File: config.mk
export PLATFORM = sky130hd
export DESIGN_NAME = rgb_code_writer
export DESIGN_NICKNAME = d
export VERILOG_FILES = /design/src/rtl/rgb_code_writer.sv
export SDC_FILE = /design/constraint.sdc
export NUM_CORES = 1
export LEC_CHECK = 0
export CELL_PAD_IN_SITES_DETAIL_PLACEMENT = 0
export CELL_PAD_IN_SITES_GLOBAL_PLACEMENT = 1
export CORE_MARGIN = 3
export CORE_UTILIZATION = 39
export DETAILED_ROUTE_END_ITERATION = 16
export HOLD_SLACK_MARGIN = 0.05
export PLACE_DENSITY_LB_ADDON = 0.12
export SYNTH_ARGS = -nofsm -noshare
export SYNTH_HDL_FRONTEND = slang
export SYNTH_SLANG_ARGS = --single-unit
File: constraint.sdc
create_clock -name clk -period 5.05 [get_ports clk]
set_clock_uncertainty 0.2 [all_clocks]
set_input_delay 1.01 -clock clk [delete_from_list [all_inputs] [get_ports clk]]
set_output_delay 1.01 -clock clk [all_outputs]
set_load 0.02 [all_outputs]
File: src/rtl/rgb_code_writer.sv
// rtl/rgb_code_writer.sv - quantize streamed RGB pixels to 3-bit codes and write them to the frame buffer
//
// Accepts 24-bit pixels over a valid/ready handshake. Each channel becomes
// one code bit (channel >= THRESH). The code is written to a raster address
// that the block generates itself. in_sof restarts the frame at address 0.
//
// Ports:
//   clk, rst_n   clock, asynchronous active-low reset
//   in_valid     pixel present on in_rgb
//   in_ready     pixel can be accepted this cycle (combinational)
//   in_rgb       {R, G, B}, 8 bits each
//   in_sof       in_rgb is the first pixel of a frame
//   mem_busy     frame buffer cannot take the pending write this cycle
//   we           write request to the frame buffer
//   waddr        write address
//   wdata        write data (colour code)
//   frame_done   one-cycle pulse after the write to the last address completes
//   sync_err     sticky: in_sof was seen mid-frame
//   clr_err      synchronous clear of sync_err
module rgb_code_writer #(
    parameter int          H_PIXELS = 640,
    parameter int          V_PIXELS = 480,
    parameter int          ADDR_W   = 19,
    parameter logic [7:0]  THRESH   = 8'h11
) (
    input  logic              clk,
    input  logic              rst_n,
    input  logic              in_valid,
    output logic              in_ready,
    input  logic [23:0]       in_rgb,
    input  logic              in_sof,
    input  logic              mem_busy,
    output logic              we,
    output logic [ADDR_W-1:0] waddr,
    output logic [2:0]        wdata,
    output logic              frame_done,
    output logic              sync_err,
    input  logic              clr_err
);

    localparam int                LAST_INT = H_PIXELS * V_PIXELS - 1;
    localparam logic [ADDR_W-1:0] LAST     = ADDR_W'(LAST_INT);

    logic              we_q,         we_d;
    logic [ADDR_W-1:0] waddr_q,      waddr_d;
    logic [2:0]        wdata_q,      wdata_d;
    logic [ADDR_W-1:0] addr_cnt_q,   addr_cnt_d;
    logic              frame_done_q, frame_done_d;
    logic              sync_err_q,   sync_err_d;

    logic              accept;
    logic              complete;
    logic [ADDR_W-1:0] used_addr;
    logic [2:0]        code;

    // A stalled write blocks new input; there is no skid buffer.
    assign in_ready  = !(we_q && mem_busy);
    assign accept    = in_valid && in_ready;
    assign complete  = we_q && !mem_busy;
    assign used_addr = in_sof ? '0 : addr_cnt_q;

    assign code = {in_rgb[23:16] >= THRESH,
                   in_rgb[15:8]  >= THRESH,
                   in_rgb[7:0]   >= THRESH};

    always_comb begin
        we_d         = we_q;
        waddr_d      = waddr_q;
        wdata_d      = wdata_q;
        addr_cnt_d   = addr_cnt_q;
        frame_done_d = complete && (waddr_q == LAST);
        sync_err_d   = sync_err_q;

        if (accept) begin
            // Also covers reload on the completion edge of the previous write.
            we_d       = 1'b1;
            waddr_d    = used_addr;
            wdata_d    = code;
            addr_cnt_d = (used_addr == LAST) ? '0 : used_addr + ADDR_W'(1);
        end else if (complete) begin
            we_d = 1'b0;
        end

        // Set has priority over clear.
        if (accept && in_sof && (addr_cnt_q != '0)) begin
            sync_err_d = 1'b1;
        end else if (clr_err) begin
            sync_err_d = 1'b0;
        end
    end

    always_ff @(posedge clk or negedge rst_n) begin
        if (!rst_n) begin
            we_q         <= 1'b0;
            waddr_q      <= '0;
            wdata_q      <= '0;
            addr_cnt_q   <= '0;
            frame_done_q <= 1'b0;
            sync_err_q   <= 1'b0;
        end else begin
            we_q         <= we_d;
            waddr_q      <= waddr_d;
            wdata_q      <= wdata_d;
            addr_cnt_q   <= addr_cnt_d;
            frame_done_q <= frame_done_d;
            sync_err_q   <= sync_err_d;
        end
    end

    assign we         = we_q;
    assign waddr      = waddr_q;
    assign wdata      = wdata_q;
    assign frame_done = frame_done_q;
    assign sync_err   = sync_err_q;

endmodule
Word-level counts from Yosys, hierarchy flattened
Index checks and enable logic that the tools add are counted.
{"block": "classes", "mux": 6, "reduce_logical": 11, "order_cmp": 3, "add_sub_neg": 1, "n_eq_ne": 2}
{"op": "== test 19 bit, second input constant", "n": 2}
{"op": "2-to-1 mux 19 bit", "n": 2}
{"op": ">= comparator 8 x 5 -> 1 bit, second input constant", "n": 3}
{"op": "adder 19 x 1 -> 19 bit, second input constant", "n": 1}
{"op": "nonzero test 19 bit", "n": 1}
{"op": "logical AND 1 bit", "n": 6}
{"op": "2-to-1 mux 1 bit", "n": 4}
{"op": "nonzero test 2 bit", "n": 2}
{"op": "logical NOT 1 bit", "n": 2}
{"block": "totals", "inputBits": 30, "reg_bits": 44, "output_inout_bits": 26, "word_cells": 29}

Logic depth before layout (Yosys ltp)
Gate-level depths: netlist (run 1).
{"block": "depth", "ltp_word": 6, "depth_mapped": 8}

Least setup slack after synthesis (run 1)
Ideal clock, no wire load.
{"block": "synth_path", "path_kind": "input to register", "startpoint": "input in_sof", "endpoint": "register addr_cnt_q[18]", "cell_stages": 8, "required_time_ns": 4.713, "arrival_time_ns": 2.370, "path_slack_ns": 2.343, "setup_time_ns": 0.137, "path_cell_list": "clkbuf_1 > nor2b_1 > ha_1 > nand4_2 > nor4_4 > nand4_1 > o21ai_0 > a2bb2oi_1"}
{"block": "synth_between", "elab_chain_cells": 3}
{"item": "start, declared", "line": "31", "text": "input logic in_sof,"}
{"item": "2-to-1 mux 19 bit *", "line": "60", "text": "assign used_addr = in_sof ? '0 : addr_cnt_q;"}
{"item": "net used_addr[1]", "line": "53", "text": "logic [ADDR_W-1:0] used_addr;"}
{"item": "adder 19 x 1 -> 19 bit or == test 19 bit (tied branches)", "line": "79", "text": "addr_cnt_d = (used_addr == LAST) ? '0 : used_addr + ADDR_W'(1);"}
{"item": "2-to-1 mux 19 bit *", "line": "79"}
{"item": "end signal, assigned", "line": "104", "text": "addr_cnt_q <= addr_cnt_d;"}
{"item": "end, declared", "line": "47", "text": "logic [ADDR_W-1:0] addr_cnt_q, addr_cnt_d;"}
The timed path passes the listed nets; every way through them passes the cells marked *.
A chain may end at the register's enable or synchronous reset.

Final worst setup path (run 1)
{"block": "layout_path", "startpoint": "input in_sof", "endpoint": "register addr_cnt_q[15]"}
The elaborated chain is that of the path after synthesis.

==> results.yml, run 1 <==
worst_setup_path:
  worst-r2r-cell-count: 8
  crit_start: "in_sof"
  cp-end-kind: "flip-flop"
  crit_required_ns: 5.08
  path_max_fanout: 34
  critPathKind: "input port to flip-flop"
  rrSetupSlack_ns: 2.69
  r2r-end: "addr_cnt_q[15]"
  r2r_start: "addr_cnt_q[0]"
  critPathCapture: "addr_cnt_q[15]"
  cp-start-kind: "input port"
  arrival_ns: 3.50
floorplanning:
  top_level_ports: 56
  design.core.area_sq_mm: 0.00554
  start_util: 0.408
  die_w_um: 82.1
  die_y_um: 82.1
  num_rows: 27
  die_area_sq_mm: 0.00674
yosys:
  async_flop_share: 1.00
  synth_area_leaders: "dfrtp_1 (49%), nand2_1 (7.6%), o21ai_0 (5.3%)"
  synth_area_per_cell_sq_um: 9.00
  syn_inst: 251
  yosys.area.top_type_share: 0.488
  yosys.area.top_type: "dfrtp_1"
  ys_seq_area_frac: 0.488
  ys.flop_type: "dfrtp_1"
  synthesis.area_sq_mm: 0.00226
  ys_types: 37
  synth_seq_cells: 44
  synth_fp_nets: 282
  synth_edf_count: 0
  synth-warning-count: 0
place:
  port_buffers: 55
  hpwl_mm: 4.07
  dp.cells: 365
  globalplace.congestion: 0.854
  pre_cts_ws_ns: 1.28
timing:
  slew_headroom: 0.288
  fmax_mhz: 288
  drv_slew: 0
  setup_viol: 0
  period_needed_ns: 3.48
  finalSetupTns_ns: 0
  worst_slack_ns: 1.57
  hold_viol_final: 0
  tightest_slew_ns: 1.06
  timing.final.crit_share: 0.688
  rsz0062_at_grt: "false"
global_route:
  gr-max-usage-layer: "met2"
  grt_first_pass_wirelength_mm: 9.40
  globalRoute.totalOverflow: 0
  grt_pass1_vias: 1931
  grt_use_met1: 0.252
  grt_use_total: 0.182
  antenna_found_initial: 0
  grtUsageMet2: 0.281
  grt_max_degree: 45
  met3_usage: 0.0466
cells_and_area:
  area_growth_pct: 31.6
  mostFrequentLayoutCell: "clkdlybuf4s50_1"
  nFillCells: 547
  post-route-util: 0.536
  diodes: 0
  finalNonFillerCells: 373
  drive_above_1_share: 0.0664
  final_cell_mix: "clkdlybuf4s50_1 (54), nand2_1 (46), dfrtp_1 (44), o21ai_0 (24), a21oi_1 (13)"
  nNetsFinal: 331
detailed_routing:
  wire_per_inst_um: 15.4
  post-route-drc-count: 0
  first_pass_iters: 4
  viasPerCell: 5.46
  drt.antenna.violating_nets: 0
  drt_wl_total_mm: 5.76
  vias: 2038
  drt_iter0_drc: 132
pwr:
  leakage_nw: 1.25
  ir_drop_mv: 0.160
  power_density_mw_per_mm2: 280
clock_tree:
  cts_buffers: 5
  path_clk_slew_ns: 0.09
  cts-root-buf: "clkbuf_8"
  cts_resized: 0
  hold_buffers: 0
  cts_setup_buffers: 0
  numClockSinks: 44
  clockBufferDepth: 2
  clk_latency_ns: 0.30
  htree_num_levels: 2
  cts_tree: "built"
flow_run:
  cap_violations: 0
hold_path:
  hp-class: "flip-flop to flip-flop"
run_status:
  status: "complete, no violations"
==> cell usage after synthesis (3+ instances only) <==
library cell,count
and2_1,3
o31ai_1,6
nand2_1,46
nand3b_1,8
nor2_1,12
inv_1,8
nand4_1,9
o21ai_0,24
nand3_1,11
a21oi_1,13
dfrtp_1,44
o41ai_1,3
clkbuf_1,9
buf_2,5
nor3_1,4
nor4_1,10
a31oi_1,6
nand2b_1,6
==> kinds of logic (layout without fill, tap and decap cells) <==
group	Yosys count	after routing	synth area share
buffers and inverters	25	75	0.0460
AND/OR/NAND/NOR	121	121	0.298
AO/OA/AOI/OAI	57	57	0.149
multiplexers	3	3	0.0144
adder cells (fa/ha/maj)	1	1	0.00554
flip-flops	44	44	0.488
==> cell type report <==
type | count | area (sq um) | share of cell area
clock buffer | 6 | 82.6 | 0.0278
multi-input combinational | 182 | 1050 | 0.355
timing repair buffer | 59 | 576 | 0.194
clock inverter | 2 | 38.8 | 0.0131
tap | 72 | 90.1 | 0.0303
inverter | 8 | 30.0 | 0.0101
sequential | 44 | 1100 | 0.371
==> worst min path at each step <==
stage | end | startpoint | cells after the start | slack, ns
finish | waddr[2] | waddr[2] | 2 | 0.29
global route | waddr[9] | waddr[9] | 2 | 0.34
CTS | waddr[2] | waddr[2] | 2 | 0.30
detailed placement | waddr[2] | waddr[2] | 2 | 0.28
global placement | waddr[2] | waddr[2] | 2 | 0.28
floorplan | addr_cnt_q[14] | addr_cnt_q[14] | 1 | 0.27
==> metal layers <==
layer  vias to the layer above  part of all wire
met5                         -                 0
met4                         0             0.011
met3                         6             0.080
met2                        64              0.43
met1                       968              0.48
li1                       1000                 -
==> report_power, final <==
part	switching (W)	total, W	internal (W)
clock network	0.000125	0.000287	0.000162
logic	0.0000740	0.000140	0.0000663
registers	0.0000295	0.000405	0.000375
total	0.000229	0.000832	0.000603
==> worst max-delay path, cell delays in order <==
cell             delay [ns]
clkdlybuf4s50_1        0.45
buf_4                  0.29
nand2b_1               0.31
inv_1                  0.10
ha_1                   0.25
nand4_2                0.19
nor3_1                 0.08
a31oi_2                0.44
o21ai_0                0.17
a21oi_1                0.18
==> state kept, by name, summed over array words and instances (netlist names) <==
signal and cells:
addr_cnt_q 19, waddr 19, wdata 3, frame_done 1, sync_err 1, we 1
==> per-stage QoR <==
stage               area, sq um  hold slack [ns]  power (W)
floorplan                  2260            0.274   0.000479
CTS                        2970            0.298   0.000839
finish                     2970            0.291   0.000832
global placement           2850            0.276   0.000552
global route               2970            0.339   0.000871
detailed placement         2850            0.280   0.000554
(Power assumes the default switching activity.)
==> run 2: changes to the inputs <==
CORE_UTILIZATION = 36   (was 39)
clock period = 3.35 ns   (was 5.05 ns; I/O delays follow)
==> run 2 against run 1 <==
  * Worst setup slack got worse by 0.93 ns
  * Via count down 0.83%
  * Critical path type is now input port to output port
  * Highest routed layer unchanged
  * Critical endpoint is now in_ready
  * Non-clock buffer count up 5
  * Clock-buffer cell count unchanged
==> results.yml, run 2 (synthesis gave the netlist of run 1 again) <==
timing:
  slew_headroom: 0.340
  worst_slack_ns: 0.649
  timing.final.crit_share: 0.806
  fmax_mhz: 370
  finalSetupTns_ns: 0
  period_needed_ns: 2.70
  setup_viol: 0
  hold_viol_final: 0
  drv_slew: 0
  tightest_slew_ns: 0.990
  rsz0062_at_grt: "false"
cells_and_area:
  final_cell_area_sq_mm: 0.00301
  drive_above_1_share: 0.0784
  diodes: 0
  post-route-util: 0.503
  final_cell_mix: "clkdlybuf4s50_1 (54), nand2_1 (46), dfrtp_1 (44), o21ai_0 (24), a21oi_1 (13)"
  nNetsFinal: 336
  area_growth_pct: 33.4
  mostFrequentLayoutCell: "clkdlybuf4s50_1"
  finalNonFillerCells: 381
worst_setup_path:
  critPathKind: "input port to output port"
  crit_top_cell: "clkdlybuf4s50_1"
  path_max_fanout: 4
  cp.buffers_inverters: 2
  crit_family: "buffers and inverters"
  arrival_ns: 1.83
  worst-r2r-cell-count: 6
  crit_required_ns: 2.48
  cp-start-kind: "input port"
  path_cells: "clkdlybuf4s50_1 -> nand2_1 -> clkdlybuf4s50_1"
  cp_slowest_cell: "clkdlybuf4s50_1"
  cp-end-kind: "output port"
  crit_start: "mem_busy"
  r2r_start: "addr_cnt_q[1]"
  critical_path_depth: 3
  max_stage_delay_ns: 0.62
detailed_routing:
  first_pass_iters: 4
  drt_iter0_drc: 180
  drt.antenna.violating_nets: 0
  post-route-drc-count: 0
  wire_per_inst_um: 15.6
  drt_wl_total_mm: 5.95
  viasPerCell: 5.30
  vias: 2021
place:
  port_buffers: 55
  dp.cells: 373
  globalplace.congestion: 0.797
  hpwl_mm: 4.31
  dpl-instance-area_sq_mm: 0.00290
  pre_cts_ws_ns: 0.409
clock_tree:
  hold_buffers: 0
  cts_buffers: 5
  cts_tree: "built"
  clockBufferDepth: 2
  numClockSinks: 44
  htree_num_levels: 2
  path_clk_slew_ns: 0.07
  cts_resized: 0
  clk_latency_ns: 0.30
  cts-root-buf: "clkbuf_8"
  cts_setup_buffers: 0
global_route:
  globalRoute.totalOverflow: 0
  grt_use_met1: 0.242
  antenna_found_initial: 0
  grtUsageMet2: 0.261
  gr-max-usage-layer: "met2"
  grt_first_pass_wirelength_mm: 9.93
  grt_pass1_vias: 1952
  grt_max_degree: 45
  grt_use_total: 0.172
  met3_usage: 0.0534
floorplanning:
  die_y_um: 85.2
  num_rows: 28
  design.core.area_sq_mm: 0.00599
  die_area_sq_mm: 0.00726
  start_util: 0.377
  die_w_um: 85.2
  top_level_ports: 56
flow_run:
  cap_violations: 0
pwr:
  leakage_nw: 1.27
  power_density_mw_per_mm2: 412
  ir_drop_mv: 0.223
run_status:
  status: "complete, no violations"
hold_path:
  hp-class: "flip-flop to flip-flop"
  min_from: "waddr[2]"
  hold_depth: 2
-- run 2: cell count changes in the layout (fill, tap and decap cells not counted), sizes merged --
| cell | before | now |
|---|---|---|
| buf | 5 | 10 |
-- run 2: metal layers --
metal	share of wire	vias to the layer above	routed length, um
li1	-	1010	-
met1	0.48	939	2850
met2	0.43	67	2580
met3	0.079	5	471
met4	0.0087	0	52
met5	0	-	0
-- run 2: per-stage QoR --
stage | total power (W) | hold WS [ns]
global route | 0.00131 | 0.330
finish | 0.00124 | 0.292
global placement | 0.000848 | 0.278
CTS | 0.00126 | 0.303
floorplan | 0.000723 | 0.174
detailed placement | 0.000848 | 0.285
-- run 2: worst reg2reg max path: cells and delay by family, from the launching register on --
kind	cells	cell delay, ns
AO/OA/AOI/OAI	1	0.10
adder cells (fa/ha/maj)	1	0.25
flip-flops	1	0.45
AND/OR/NAND/NOR	4	1.11
-- run 2: area by class of cell --
type / instances / area (sq um)
Fill cell: 585 / 2980
Sequential cell: 44 / 1100
Multi-Input combinational cell: 182 / 1050
Timing Repair Buffer: 64 / 626
Tap cell: 75 / 93.8
Clock buffer: 6 / 72.6
Clock inverter: 2 / 35.0
Inverter: 8 / 30.0
-- run 2: where the power goes --
| group | internal, W | leakage, nW | switching [W] |
|---|---|---|---|
| clock | 0.000222 | 0.0552 | 0.000184 |
| combinational | 0.000107 | 0.632 | 0.000114 |
| sequential | 0.000565 | 0.583 | 0.0000484 |
-- run 2: path summary, 6_finish.rpt --
check / end / slack (ns)
setup / recovery: in_ready / 0.65
hold / removal: waddr[2] / 0.29
setup reg to reg: addr_cnt_q[12] / 1.13
hold reg to reg: waddr[2] / 0.29
max in group asynchronous: addr_cnt_q[8] / 2.01
min in group asynchronous: frame_done / 0.33
